==> src/rtl/addsub_pipe.sv <==
// Pipelined add/subtract: one SEG-bit segment per stage, carry rippling one segment per cycle.
// Optional saturation on overflow when ADDSUB_SAT_EN is defined; NSEG must be at least 2.
module addsub_pipe #(
    parameter int WIDTH = 32,
    parameter int SEG   = 8
) (
    input  logic             clk,
    input  logic             rst_n,
    input  logic             in_valid,
    output logic             in_ready,
    input  logic [WIDTH-1:0] a,
    input  logic [WIDTH-1:0] b,
    input  logic             sub,
    input  logic             sign,
    output logic             out_valid,
    input  logic             out_ready,
    output logic [WIDTH-1:0] s,
    output logic             overflow,
    output logic             carry_out,
    output logic             zero
);

    localparam int NSEG = WIDTH / SEG;
    localparam int LAST = NSEG - 1;
    localparam logic [WIDTH-1:0] SEG_ONES = WIDTH'({SEG{1'b1}});

    // Inter-stage registers: stage k holds operands, partial sum and carry after segment k.
    logic             vld_q  [LAST];
    logic             sub_q  [LAST];
    logic             sign_q [LAST];
    logic [WIDTH-1:0] a_q    [LAST];
    logic [WIDTH-1:0] b_q    [LAST];
    logic [WIDTH-1:0] r_q    [LAST];
    logic             c_q    [LAST];

    logic             out_valid_q;
    logic [WIDTH-1:0] s_q;
    logic             ovf_q;
    logic             cout_q;
    logic             zero_q;

    logic             v_in    [NSEG];
    logic             sub_in  [NSEG];
    logic             sign_in [NSEG];
    logic [WIDTH-1:0] a_in    [NSEG];
    logic [WIDTH-1:0] b_in    [NSEG];
    logic [WIDTH-1:0] r_in    [NSEG];
    logic             cin     [NSEG];
    logic [SEG:0]     seg_w   [NSEG];
    logic [WIDTH-1:0] r_d     [NSEG];

    logic             advance;
    logic             c_last;
    logic             a_msb;
    logic             b_msb;
    logic             ovf_d;
    logic [WIDTH-1:0] s_d;
    logic             zero_d;

    assign advance = out_ready | ~out_valid_q;

    for (genvar k = 0; k < NSEG; k++) begin : g_stage
        if (k == 0) begin : g_first
            assign v_in[k]    = in_valid;
            assign sub_in[k]  = sub;
            assign sign_in[k] = sign;
            assign a_in[k]    = a;
            assign b_in[k]    = sub ? ~b : b;
            assign r_in[k]    = '0;
            assign cin[k]     = sub;
        end else begin : g_next
            assign v_in[k]    = vld_q[k-1];
            assign sub_in[k]  = sub_q[k-1];
            assign sign_in[k] = sign_q[k-1];
            assign a_in[k]    = a_q[k-1];
            assign b_in[k]    = b_q[k-1];
            assign r_in[k]    = r_q[k-1];
            assign cin[k]     = c_q[k-1];
        end
        assign seg_w[k] = {1'b0, a_in[k][k*SEG +: SEG]} + {1'b0, b_in[k][k*SEG +: SEG]}
                        + (SEG+1)'(cin[k]);
        assign r_d[k]   = (r_in[k] & ~(SEG_ONES << (k*SEG)))
                        | (WIDTH'(seg_w[k][SEG-1:0]) << (k*SEG));
    end

    // Flags and optional saturation are resolved while the last segment is added.
    always_comb begin
        c_last = seg_w[LAST][SEG];
        a_msb  = a_in[LAST][WIDTH-1];
        b_msb  = b_in[LAST][WIDTH-1];
        if (sign_in[LAST]) begin
            ovf_d = (a_msb == b_msb) && (r_d[LAST][WIDTH-1] != a_msb);
        end else begin
            ovf_d = sub_in[LAST] ? ~c_last : c_last;
        end
        s_d = r_d[LAST];
`ifdef ADDSUB_SAT_EN
        if (ovf_d) begin
            if (sign_in[LAST]) begin
                s_d = a_msb ? {1'b1, {(WIDTH-1){1'b0}}} : {1'b0, {(WIDTH-1){1'b1}}};
            end else begin
                s_d = sub_in[LAST] ? '0 : '1;
            end
        end
`endif
        zero_d = (s_d == '0);
    end

    always_ff @(posedge clk or negedge rst_n) begin
        if (!rst_n) begin
            for (int k = 0; k < LAST; k++) begin
                vld_q[k]  <= 1'b0;
                sub_q[k]  <= 1'b0;
                sign_q[k] <= 1'b0;
                a_q[k]    <= '0;
                b_q[k]    <= '0;
                r_q[k]    <= '0;
                c_q[k]    <= 1'b0;
            end
            out_valid_q <= 1'b0;
            s_q         <= '0;
            ovf_q       <= 1'b0;
            cout_q      <= 1'b0;
            zero_q      <= 1'b0;
        end else if (advance) begin
            for (int k = 0; k < LAST; k++) begin
                vld_q[k]  <= v_in[k];
                sub_q[k]  <= sub_in[k];
                sign_q[k] <= sign_in[k];
                a_q[k]    <= a_in[k];
                b_q[k]    <= b_in[k];
                r_q[k]    <= r_d[k];
                c_q[k]    <= seg_w[k][SEG];
            end
            out_valid_q <= v_in[LAST];
            s_q         <= s_d;
            ovf_q       <= ovf_d;
            cout_q      <= c_last;
            zero_q      <= zero_d;
        end
    end

    assign in_ready  = advance;
    assign out_valid = out_valid_q;
    assign s         = s_q;
    assign overflow  = ovf_q;
    assign carry_out = cout_q;
    assign zero      = zero_q;

endmodule

==> config.mk <==
export PLATFORM = sky130hd
export DESIGN_NAME = addsub_pipe
export DESIGN_NICKNAME = d
export VERILOG_FILES = /design/src/rtl/addsub_pipe.sv
export SDC_FILE = /design/constraint.sdc
export NUM_CORES = 1
export LEC_CHECK = 0
export BUFFER_PORTS_ARGS = -buffer_cell sky130_fd_sc_hd__buf_2
export CORE_ASPECT_RATIO = 0.6
export CORE_MARGIN = 3
export CORE_UTILIZATION = 49
export CTS_CLUSTER_SIZE = 40
export DETAILED_ROUTE_END_ITERATION = 6
export PLACE_DENSITY_LB_ADDON = 0.25
export SYNTH_ARGS = -nofsm -noshare
export SYNTH_HDL_FRONTEND = slang
export SYNTH_SLANG_ARGS = --single-unit
==> constraint.sdc <==
create_clock -name clk -period 2.3 [get_ports clk]
set_input_delay 0.345 -clock clk [delete_from_list [all_inputs] [get_ports clk]]
set_output_delay 0.345 -clock clk [all_outputs]
set_load 0.005 [all_outputs]
* Yosys cells after proc, flatten, opt, wreduce, memory -nomap -nowiden
Index checks and enable logic that the tools add are counted.
** Word-level totals
- Register bits :: 288
- Latch bits :: 0
- RAM bits :: 0
- Bits in read-only memories :: 0
- Bits of input ports :: 70
- Output and inout bits :: 37
- Logic and storage cells :: 48
- Memories kept :: 0
** Cells by class
- Add/subtract/negate cells :: 8
- Multiply operators :: 0
- Divide/modulo/power cells :: 0
- Order comparisons :: 0
- Equal/unequal tests :: 2
- Shift-type cells :: 0
- Muxes and demuxes :: 3
- Bitwise gates (word level) :: 7
- Reduce and logical (&&, ||, !) cells :: 2
** Operators by type and width (number)
- $add A8 B8 Y9 :: 4
- $add A9 B1 Y9 :: 4
- $logic_not A32 Y1 :: 1
- $mux W32 :: 1
- $not A32 Y32 :: 1
- $or A24 B32 Y32 :: 1
- $or A16 B24 Y24 :: 1
- $or A8 B16 Y16 :: 1
- $mux W1 :: 2
- $not A1 Y1 :: 2
- $eq A1 B1 Y1 :: 1
- $logic_and A1 B1 Y1 :: 1
- $ne A1 B1 Y1 :: 1
- $or A1 B1 Y1 :: 1

* Depth between registers and ports, before layout
Gate-level depths: netlist of the first run.
- Depth in word-level cells :: 6
- Mapped depth :: 10
- Gate-level depth less buffers :: 10

* Worst setup path after synthesis of the first run
Ideal clock, no wire load.
- Kind :: input -> register
- Start point :: input port sub
- End point :: register c_q[2] in the netlist's numbering
- Setup time :: 0.139 ns
- Arrival time :: 2.423 ns
- Required time :: 2.161 ns
- Setup slack :: -0.262 ns
- Stages :: 10
- Buffers on the path :: 2
- Cell sequence :: clkbuf_1 buf_1 xor2_1 fa_1 a21o_1 a21oi_1 o21ai_1 and3b_1 o21ai_1 a31oi_1
** Between the ends
- Cells in the longest elaborated chain, start to end :: 3
** RTL lines
- from (decl) :: line 13 : input logic sub,
- $mux W32 :: line 68 : assign b_in[k] = sub ? ~b : b;
- $add A8 B8 Y9 :: line 80 : assign seg_w[k] = {1'b0, a_in[k][k*SEG +: SEG]} + {1'b0, b_in[k][k*SEG +: SEG]}
- $add A9 B1 Y9 (*) :: line 81 : + (SEG+1)'(cin[k]);
- to (signal, indexed assignment) :: line 133 : c_q[k] <= seg_w[k][SEG];
- to (decl) :: line 34 : logic c_q [LAST];
Every way passes the cells marked *; elsewhere a longest branch is shown, timed or not.
A chain may end at the register's enable or synchronous reset.

* Worst setup path in the final report of the first run
- Start point :: register c_q[0] in the netlist's numbering
- End point :: register ovf_q (netlist: overflow)
** Between the ends
- Cells in the longest elaborated chain, start to end :: 5
- Elaborated cells on any way between the ends :: 7
- Those cells by class :: 1 x add/sub; 1 x eq/ne; 2 x mux; 2 x bitwise; 1 x reduce/logical
** RTL lines
- $add A9 B1 Y9 (*) :: line 81
- $or A24 B32 Y32 :: line 83 : | (WIDTH'(seg_w[k][SEG-1:0]) << (k*SEG));
- $ne A1 B1 Y1 :: line 92 : ovf_d = (a_msb == b_msb) && (r_d[LAST][WIDTH-1] != a_msb);
- $logic_and A1 B1 Y1 :: line 92
- $mux W1 (*) :: line 91 : if (sign_in[LAST]) begin
- to (signal assigned) :: line 137 : ovf_q <= ovf_d;
- to (decl) :: line 38 : logic ovf_q;
Marks and branches as above.

==> flow_summary.toml, run 1 <==
[timing]
fin_tns_setup_ps = -109.5
post-route-min-period_ps = 2370
fmax_mhz = 422.0
fin_crit_sh = 1.030
tightest_slew_ps = 547.3
slew_headroom = 0.6351
finalSetupViolCount = 2
rsz0062_at_grt = "yes"
report.final.slew_viol_count = 0
hold_violations = 0
holdWs_ps = 102.1
setup_slack_ps = -69.90
fin_skew_ps = 9.576

[grt]
grt_pass1_wl_um = 31230
overflow = 0
grt_pass1_vias = 6253
gr-usage-all-layers = 0.2040
grt_start_max_net_pins = 64
antenna_found_initial = 0

[detailed_routing]
routed-via-count = 6485
remaining_drc_errors = 0
antenna_left = 0
drtPass1Iterations = 6
viasPerCell = 4.981
totalWireLength_um = 18530
routedWlPerCell_um = 14.24
drt_iter0_markers = 476

[die]
io_pins = 107
die-area_mm2 = 0.01933
start_util = 0.5161
die_h_um = 108.9
rows = 36
die_x_um = 177.5
core_area_mm2 = 0.01676

[pwr]
combPwrFrac = 0.376
ir_worst_vdd_mv = 0.6751
clkPwrFrac = 0.214
leakagePower_uw = 0.005228
intPower_uw = 8938
p_sw_frac = 0.3702
switchingPower_uw = 5254
pwr-share-seq = 0.409
pwr_density_cell_mw_per_mm2 = 1393

[worst_setup_path]
rrSetupSlack_ps = -70
startpoint_type = "flip-flop"
crit_arrival_ps = 2700
r2r-end = "overflow"
end_kind = "flip-flop"
r2r-start = "c_q[0]"
crit_type = "reg -> reg"
r2r_cells = 9
critPathRequiredTime_ps = 2630
cp_max_fo = 2

[placed_design]
numPortBuffers = 106
gp_congestion = 0.8176
dp_slack_ps = -96.21
dp_hpwl_um = 13300

[synth]
synth_ff_type = "dfrtp_1"
yosysWarnings = 0
syn-num-nets = 1060
ys_types = 43
ys_seq_area_frac = 0.5556
syn_area_mm2 = 0.008648
ys_async_sr_fraction = 1.000
synth.ff_latch_count = 192
synth-edff-count = 0
syn_area_per_cell_um2 = 9.056
synthCells = 955

[clocking]
clk_pin_slew_worst_paths_ps = 70
cts_inserted_buffers = 17
htreeDepth = 4
tritoncts = "built"
cts-root-buf = "clkbuf_16"
cts.sinks = 192
clk_path_buf_depth = 2
clk_latency_ps = 430

[final_layout]
syn_to_final_growth_pct = 17.80
num_antenna_cells = 0
drive_above_1_share = 0.1657
utilization = 0.6080
final_common_cell = "nand2_1"
final_cell_mix = "nand2_1 (438), dfrtp_1 (192), buf_2 (105)"
nNetsFinal = 1166

[job]
maxCapViolations = 0

[status]
violations = "setup timing"
outcome = "finished with violations"

[worst_hold_path]
hp-class = "in -> reg"
min_to = "a_in[93]"
hold_depth = 3
holdCritStartpoint = "a[29]"
critical path, stage by stage (launching register included):
cell and delay, ps:
dfrtp_1 400, fa_2 400, inv_2 60, fa_2 210
nor2b_2 50, o31a_1 250, or4_4 440, a31oi_4 160
xor2_1 80, o311ai_1 220
power by group through the flow:
stage	logic, µW	registers [µW]	clock network [µW]
after floorplan	3710	5620	0
after global placement	5050	5820	0
after detailed placement	5200	5860	0
after CTS	5340	5810	3090
after global routing	6160	5980	3240
final	5340	5810	3040
area by class of cell:
class	count	area, µm²
fill	1476	6569
sequential	192	4805
multi-input combinational	697	3632
timing repair buffer	133	782.0
clock buffer	20	446.7
tap	228	285.3
clock inverter	12	158.9
inverter	20	77.57
per-layer routing:
layer	GRT usage	share of wire	vias to the layer above
met5	0	0	-
met4	0.05375	0.013	0
met3	0.03967	0.036	18
met1	0.3021	0.51	3090
met2	0.3101	0.45	107
li1	-	-	3270
metrics by stage:
| step | instance area [µm²] | total power [µW] | std cells |
|---|---|---|---|
| final | 10190 | 14190 | 1302 |
| after global routing | 10190 | 15380 | 1302 |
| after CTS | 10160 | 14240 | 1301 |
| after detailed placement | 9515 | 11060 | 1265 |
| after global placement | 9515 | 10870 | 1265 |
| after floorplan | 8657 | 9326 | 955 |
how the worst max path moves through the flow:
| stage | depth (start not counted) | slack, ps | endpoint | from |
|---|---|---|---|---|
| after floorplan | 9 | -4 | overflow | c_q[0] |
| after global placement | 9 | -40 | overflow | c_q[0] |
| after detailed placement | 9 | -100 | overflow | c_q[0] |
| after CTS | 9 | -40 | overflow | c_q[0] |
| after global routing | 9 | -180 | overflow | c_q[0] |
| final | 9 | -70 | overflow | c_q[0] |
cell usage after synthesis, drive strengths merged (5+ instances only):
| library cell | n | area (µm²) |
|---|---|---|
| inv | 20 | 75.07 |
| a31oi | 5 | 46.29 |
| xor2 | 16 | 140.1 |
| nor4 | 5 | 31.28 |
| o31ai | 9 | 67.56 |
| nor3 | 9 | 45.04 |
| o21ai | 54 | 270.3 |
| nor2 | 27 | 101.4 |
| fa | 7 | 140.1 |
| buf | 11 | 43.79 |
| a21oi | 15 | 75.07 |
| xnor2 | 31 | 271.5 |
| o21a | 8 | 60.06 |
| dfrtp | 192 | 4805 |
| nor2b | 5 | 31.28 |
| nand2 | 438 | 1644 |
| ha | 28 | 350.3 |
| clkbuf | 35 | 131.4 |
| a21o | 5 | 37.54 |
logic make-up after synthesis:
group / synth area share
simple gates: 0.2282
flops: 0.5556
compound gates: 0.08174
buf+inv: 0.02894
xor+xnor: 0.04760
fa+ha+maj: 0.05671
mux: 0.001302
state kept, by name, summed over array words and instances, names as in the netlist:
name and count:
s 32, r_in 48, zero 1, out_valid 1, overflow 1, sub_in 3, sign_in 3, b_in 48
c_q 3, v_in 3, carry_out 1, a_in 48
repair_timing:
item | CTS | global route
pin swaps | 2 | 2
resized for setup | 3 | 4
setup buffers | 3 | 1
setup endpoints to repair | 2 | 6
hold buffers | 1 | 0
gates cloned | 0 | 0
hold endpoints to repair | 44 | 0
Note: power is estimated with default switching activity, not from simulation.
==> inputs of run 2 (changes only) <==
Settings changed: TNS_END_PERCENT set to 50.
==> flow_summary.toml, run 2 (synthesis gave the netlist of run 1 again) <==
[pwr]
combPwrFrac = 0.374
clkPwrFrac = 0.215
intPower_uw = 8891
pwr_density_cell_mw_per_mm2 = 1389
ir_worst_vdd_mv = 0.6710
leakagePower_uw = 0.005218
p_sw_frac = 0.3707
pwr-share-seq = 0.411
switchingPower_uw = 5236

[worst_setup_path]
crit_arrival_ps = 2700
startpoint_type = "flip-flop"
critPathRequiredTime_ps = 2630
rrSetupSlack_ps = -60
end_kind = "flip-flop"
crit_type = "reg -> reg"
r2r_cells = 9
cp_max_fo = 2

[timing]
fin_crit_sh = 1.028
report.final.slew_viol_count = 0
slew_headroom = 0.6356
hold_violations = 0
rsz0062_at_grt = "yes"
fmax_mhz = 423.0
finalSetupViolCount = 2
setup_slack_ps = -64.17
fin_skew_ps = 9.267
holdWs_ps = 103.3
tightest_slew_ps = 546.6
post-route-min-period_ps = 2364

[placed_design]
gp_congestion = 0.8176
dp_cells = 1265
dp_hpwl_um = 13300
place_area_mm2 = 0.009515
numPortBuffers = 106

[grt]
overflow = 0
grt_pass1_wl_um = 31140
grt_start_max_net_pins = 64
gr-usage-all-layers = 0.2034
grt_pass1_vias = 6230
antenna_found_initial = 0

[clocking]
cts_inserted_buffers = 17
htreeDepth = 4
clk_latency_ps = 430
clk_pin_slew_worst_paths_ps = 70
cts-root-buf = "clkbuf_16"
tritoncts = "built"
cts.sinks = 192
clk_path_buf_depth = 2

[final_layout]
drive_above_1_share = 0.1632
syn_to_final_growth_pct = 17.58
final_common_cell = "nand2_1"
num_antenna_cells = 0
n_fill_cell = 1482
nNetsFinal = 1164
fin_area_mm2 = 0.01017
multi_input_comb_area_mm2 = 0.003628
regArea_mm2 = 0.004805
stdcell_count = 1300
final_cell_mix = "nand2_1 (438), dfrtp_1 (192), buf_2 (105)"
utilization = 0.6069

[die]
io_pins = 107
die_h_um = 108.9
start_util = 0.5161
die-area_mm2 = 0.01933
rows = 36
die_x_um = 177.5
core_area_mm2 = 0.01676

[detailed_routing]
drtPass1Iterations = 4
routed-via-count = 6463
remaining_drc_errors = 0
antenna_left = 0
routedWlPerCell_um = 14.17
drt_iter0_markers = 435
totalWireLength_um = 18420
viasPerCell = 4.972

[job]
maxCapViolations = 0

[status]
outcome = "finished with violations"
violations = "setup timing"

[worst_hold_path]
hold_depth = 3
hp-class = "in -> reg"
-- run 2: cell types whose count changed in the layout (fill, tap and decap cells not counted), sizes merged --
cell  delta
buf      -2
-- run 2: area by class of cell --
class	count	area share
Inverter	20	0.007629
Multi-Input combinational cell	697	0.3568
Sequential cell	192	0.4725
Tap cell	228	0.02805
Clock inverter	12	0.01563
Clock buffer	20	0.04393
Timing Repair Buffer	131	0.07543
-- run 2: what timing repair did --
action	CTS	global route
pin swaps	0	1
endpoints found under the setup margin	2	6
endpoints found under the hold margin	44	0
setup buffers	1	1
hold buffers	1	0
gates resized for setup	2	4
-- run 2: final timing paths --
path,start,to
min in group asynchronous,rst_n,s[2]
min,a[29],a_in[93]
max,c_q[0],overflow
max reg2reg,c_q[0],overflow
max in group asynchronous,rst_n,s[8]
min reg2reg,s[21],s[21]
-- run 2: through the flow --
stage,TNS [ps],setup slack [ps],total power [µW]
2_1_floorplan,-3.897,-3.897,9326
3_3_place_gp,-60.95,-41.24,10870
3_5_place_dp,-156.5,-96.21,11060
4_1_cts,-109.7,-60.49,14170
5_1_grt,-370.5,-191.4,15320
6_report,-119.6,-64.17,14130
-- run 2: routing by layer --
metal,part of all wire,vias up,track usage
met5,0,-,0
met4,0.013,0,0.05375
met3,0.041,16,0.03967
met2,0.45,122,0.3082
met1,0.50,3058,0.3018
li1,-,3267,-
-- run 2: power by group through the flow --
stage | Sequential, µW | Combinational [µW] | Clock [µW]
2_1_floorplan | 5620 | 3710 | 0
3_5_place_dp | 5860 | 5200 | 0
6_report | 5810 | 5280 | 3040
4_1_cts | 5810 | 5270 | 3090
3_3_place_gp | 5820 | 5050 | 0
5_1_grt | 5980 | 6090 | 3240
-- run 2: critical path, stage by stage, from the launching register on --
cell and delay (ps):
dfrtp_1 400, fa_2 410, inv_2 60, fa_2 210, nor2b_2 50, o31a_1 250
or4_4 440, a31oi_4 160, xor2_1 80, o311ai_1 220
==> inputs of run 3 (changes only) <==
Settings changed: SETUP_SLACK_MARGIN set to 0.3.
==> flow_summary.toml, run 3 (synthesis gave the netlist of run 1 again) <==
[timing]
report.final.slew_viol_count = 0
tightest_slew_ps = 591.2
finalSetupViolCount = 4
fmax_mhz = 411.1
slew_headroom = 0.6058
fin_skew_ps = 14.37
fin_tns_setup_ps = -281.1
post-route-min-period_ps = 2433
setup_slack_ps = -132.6
fin_crit_sh = 1.058
rsz0062_at_grt = "yes"
hold_violations = 0

[die]
die_x_um = 177.5
die-area_mm2 = 0.01933
start_util = 0.5161
core_area_mm2 = 0.01676
io_pins = 107
die_h_um = 108.9
rows = 36

[detailed_routing]
drtPass1Iterations = 4
viasPerCell = 4.932
antenna_left = 0
totalWireLength_um = 18440
remaining_drc_errors = 0
routedWlPerCell_um = 14.16
routed-via-count = 6421
drt_iter0_markers = 405

[worst_setup_path]
crit_arrival_ps = 2760
cp-startpoint = "c_q[0]"
startpoint_type = "flip-flop"
end_kind = "flip-flop"
r2r-start = "c_q[0]"
worstSetupEndpoint = "overflow"
cpMaxStageDelayCell = "or4_4"
slowest_delay_ps = 430
cp_common_cell = "fa_2"
r2r-end = "overflow"
r2r_cells = 9
cp_max_fo = 2
path_cells = "fa_2, inv_2, fa_2, nor2b_2, o31a_1, or4_4, a31oi_4, xor2_1, o311ai_1"
critPathRequiredTime_ps = 2620
crit_type = "reg -> reg"
rrSetupSlack_ps = -130

[clocking]
cts_inserted_buffers = 17
htreeDepth = 4
tritoncts = "built"
clk_pin_slew_worst_paths_ps = 80
cts.sinks = 192
clk_latency_ps = 430
cts-root-buf = "clkbuf_16"
clk_path_buf_depth = 2

[grt]
antenna_found_initial = 0
gr-usage-all-layers = 0.1994
overflow = 0
grt_pass1_wl_um = 30560
grt_start_max_net_pins = 146
grt_pass1_vias = 6196

[pwr]
p_sw_frac = 0.3805
combPwrFrac = 0.396
ir_worst_vdd_mv = 0.5935
pwr-share-seq = 0.399
clkPwrFrac = 0.205
switchingPower_uw = 5527
leakagePower_uw = 0.005255
pwr_density_cell_mw_per_mm2 = 1406
intPower_uw = 8998

[final_layout]
final_cell_mix = "nand2_1 (438), dfrtp_1 (191), buf_2 (105)"
fin_area_mm2 = 0.01033
syn_to_final_growth_pct = 19.49
nNetsFinal = 1166
num_antenna_cells = 0
drive_above_1_share = 0.1927
final_common_cell = "nand2_1"

[status]
violations = "setup timing"
outcome = "finished with violations"

[placed_design]
gp_congestion = 0.7835
place_area_mm2 = 0.009514
dp_hpwl_um = 12320
numPortBuffers = 106

[worst_hold_path]
hp-class = "in -> reg"
hold_depth = 3

[job]
maxCapViolations = 0
[run 3: cell count changes in the layout (fill, tap and decap cells not counted), sizes merged]
cell      previous run  this run
buf                129       131
bufinv               3         1
clkbuf              21        19
clkinv               5         6
clkinvlp             2         0
inv                 22        27
[run 3: metal layers]
layer  up-vias  track usage  routed length, µm
li1       3271            -                  -
met1      3014       0.2932               9107
met2       111       0.2973               8269
met3        25      0.03549                637
met4         0      0.07447                420
met5         -            0                  0
[run 3: area by class of cell]
| type | instances | area, µm² |
|---|---|---|
| tap | 228 | 285.3 |
| multi-input combinational | 697 | 3734 |
| inverter | 20 | 80.08 |
| timing repair buffer | 133 | 830.8 |
| clock inverter | 14 | 168.9 |
| clock buffer | 18 | 429.2 |
| sequential | 192 | 4806 |
| fill | 1478 | 6422 |
[run 3: how the worst min path moves through the flow]
stage | from | end | slack, ps
6_report | a[18] | a_in[82] | 100
5_1_grt | in_valid | v_in[2] | 90
4_1_cts | a[26] | a_in[90] | 90
3_5_place_dp | rst_n | s[3] | 330
3_3_place_gp | rst_n | s[3] | 320
2_1_floorplan | rst_n | a_in[24] | 50
[run 3: power groups by stage]
stage,registers (µW),logic [µW],clock network (µW)
3_3_place_gp,5790,5040,0
3_5_place_dp,5840,5180,0
6_report,5790,5760,2980
5_1_grt,5980,6530,3190
2_1_floorplan,5620,3720,0
4_1_cts,5790,5400,3050
[run 3: timing repair]
action                     in CTS  in global routing
pin swaps                      22                 32
cloned                          0                  0
setup endpoints to repair      11                 15
gates resized for setup        18                 20
setup buffers                   3                  8
hold endpoints to repair       47                  0
hold buffers                    1                  0
[run 3: per-stage QoR]
stage / hold slack (ps) / instances / power, µW / setup WS, ps / utilization
3_3_place_gp: 321.4 / 1258 / 10830 / -29.82 / 0.5678
3_5_place_dp: 325.4 / 1258 / 11020 / -61.96 / 0.5678
2_1_floorplan: 49.41 / 955 / 9336 / 3.960 / -
5_1_grt: 92.46 / 1302 / 15710 / -249.0 / 0.6167
6_report: 101.1 / 1302 / 14520 / -132.6 / 0.6167
4_1_cts: 85.33 / 1294 / 14230 / -116.2 / 0.6076
[run 3: critical path, delay by kind of cell (launching register included)]
kind / cells / cell delay [ps]
buf+inv: 1 / 70
fa+ha+maj: 2 / 620
compound gates: 3 / 650
simple gates: 2 / 480
flops: 1 / 410
xor+xnor: 1 / 80
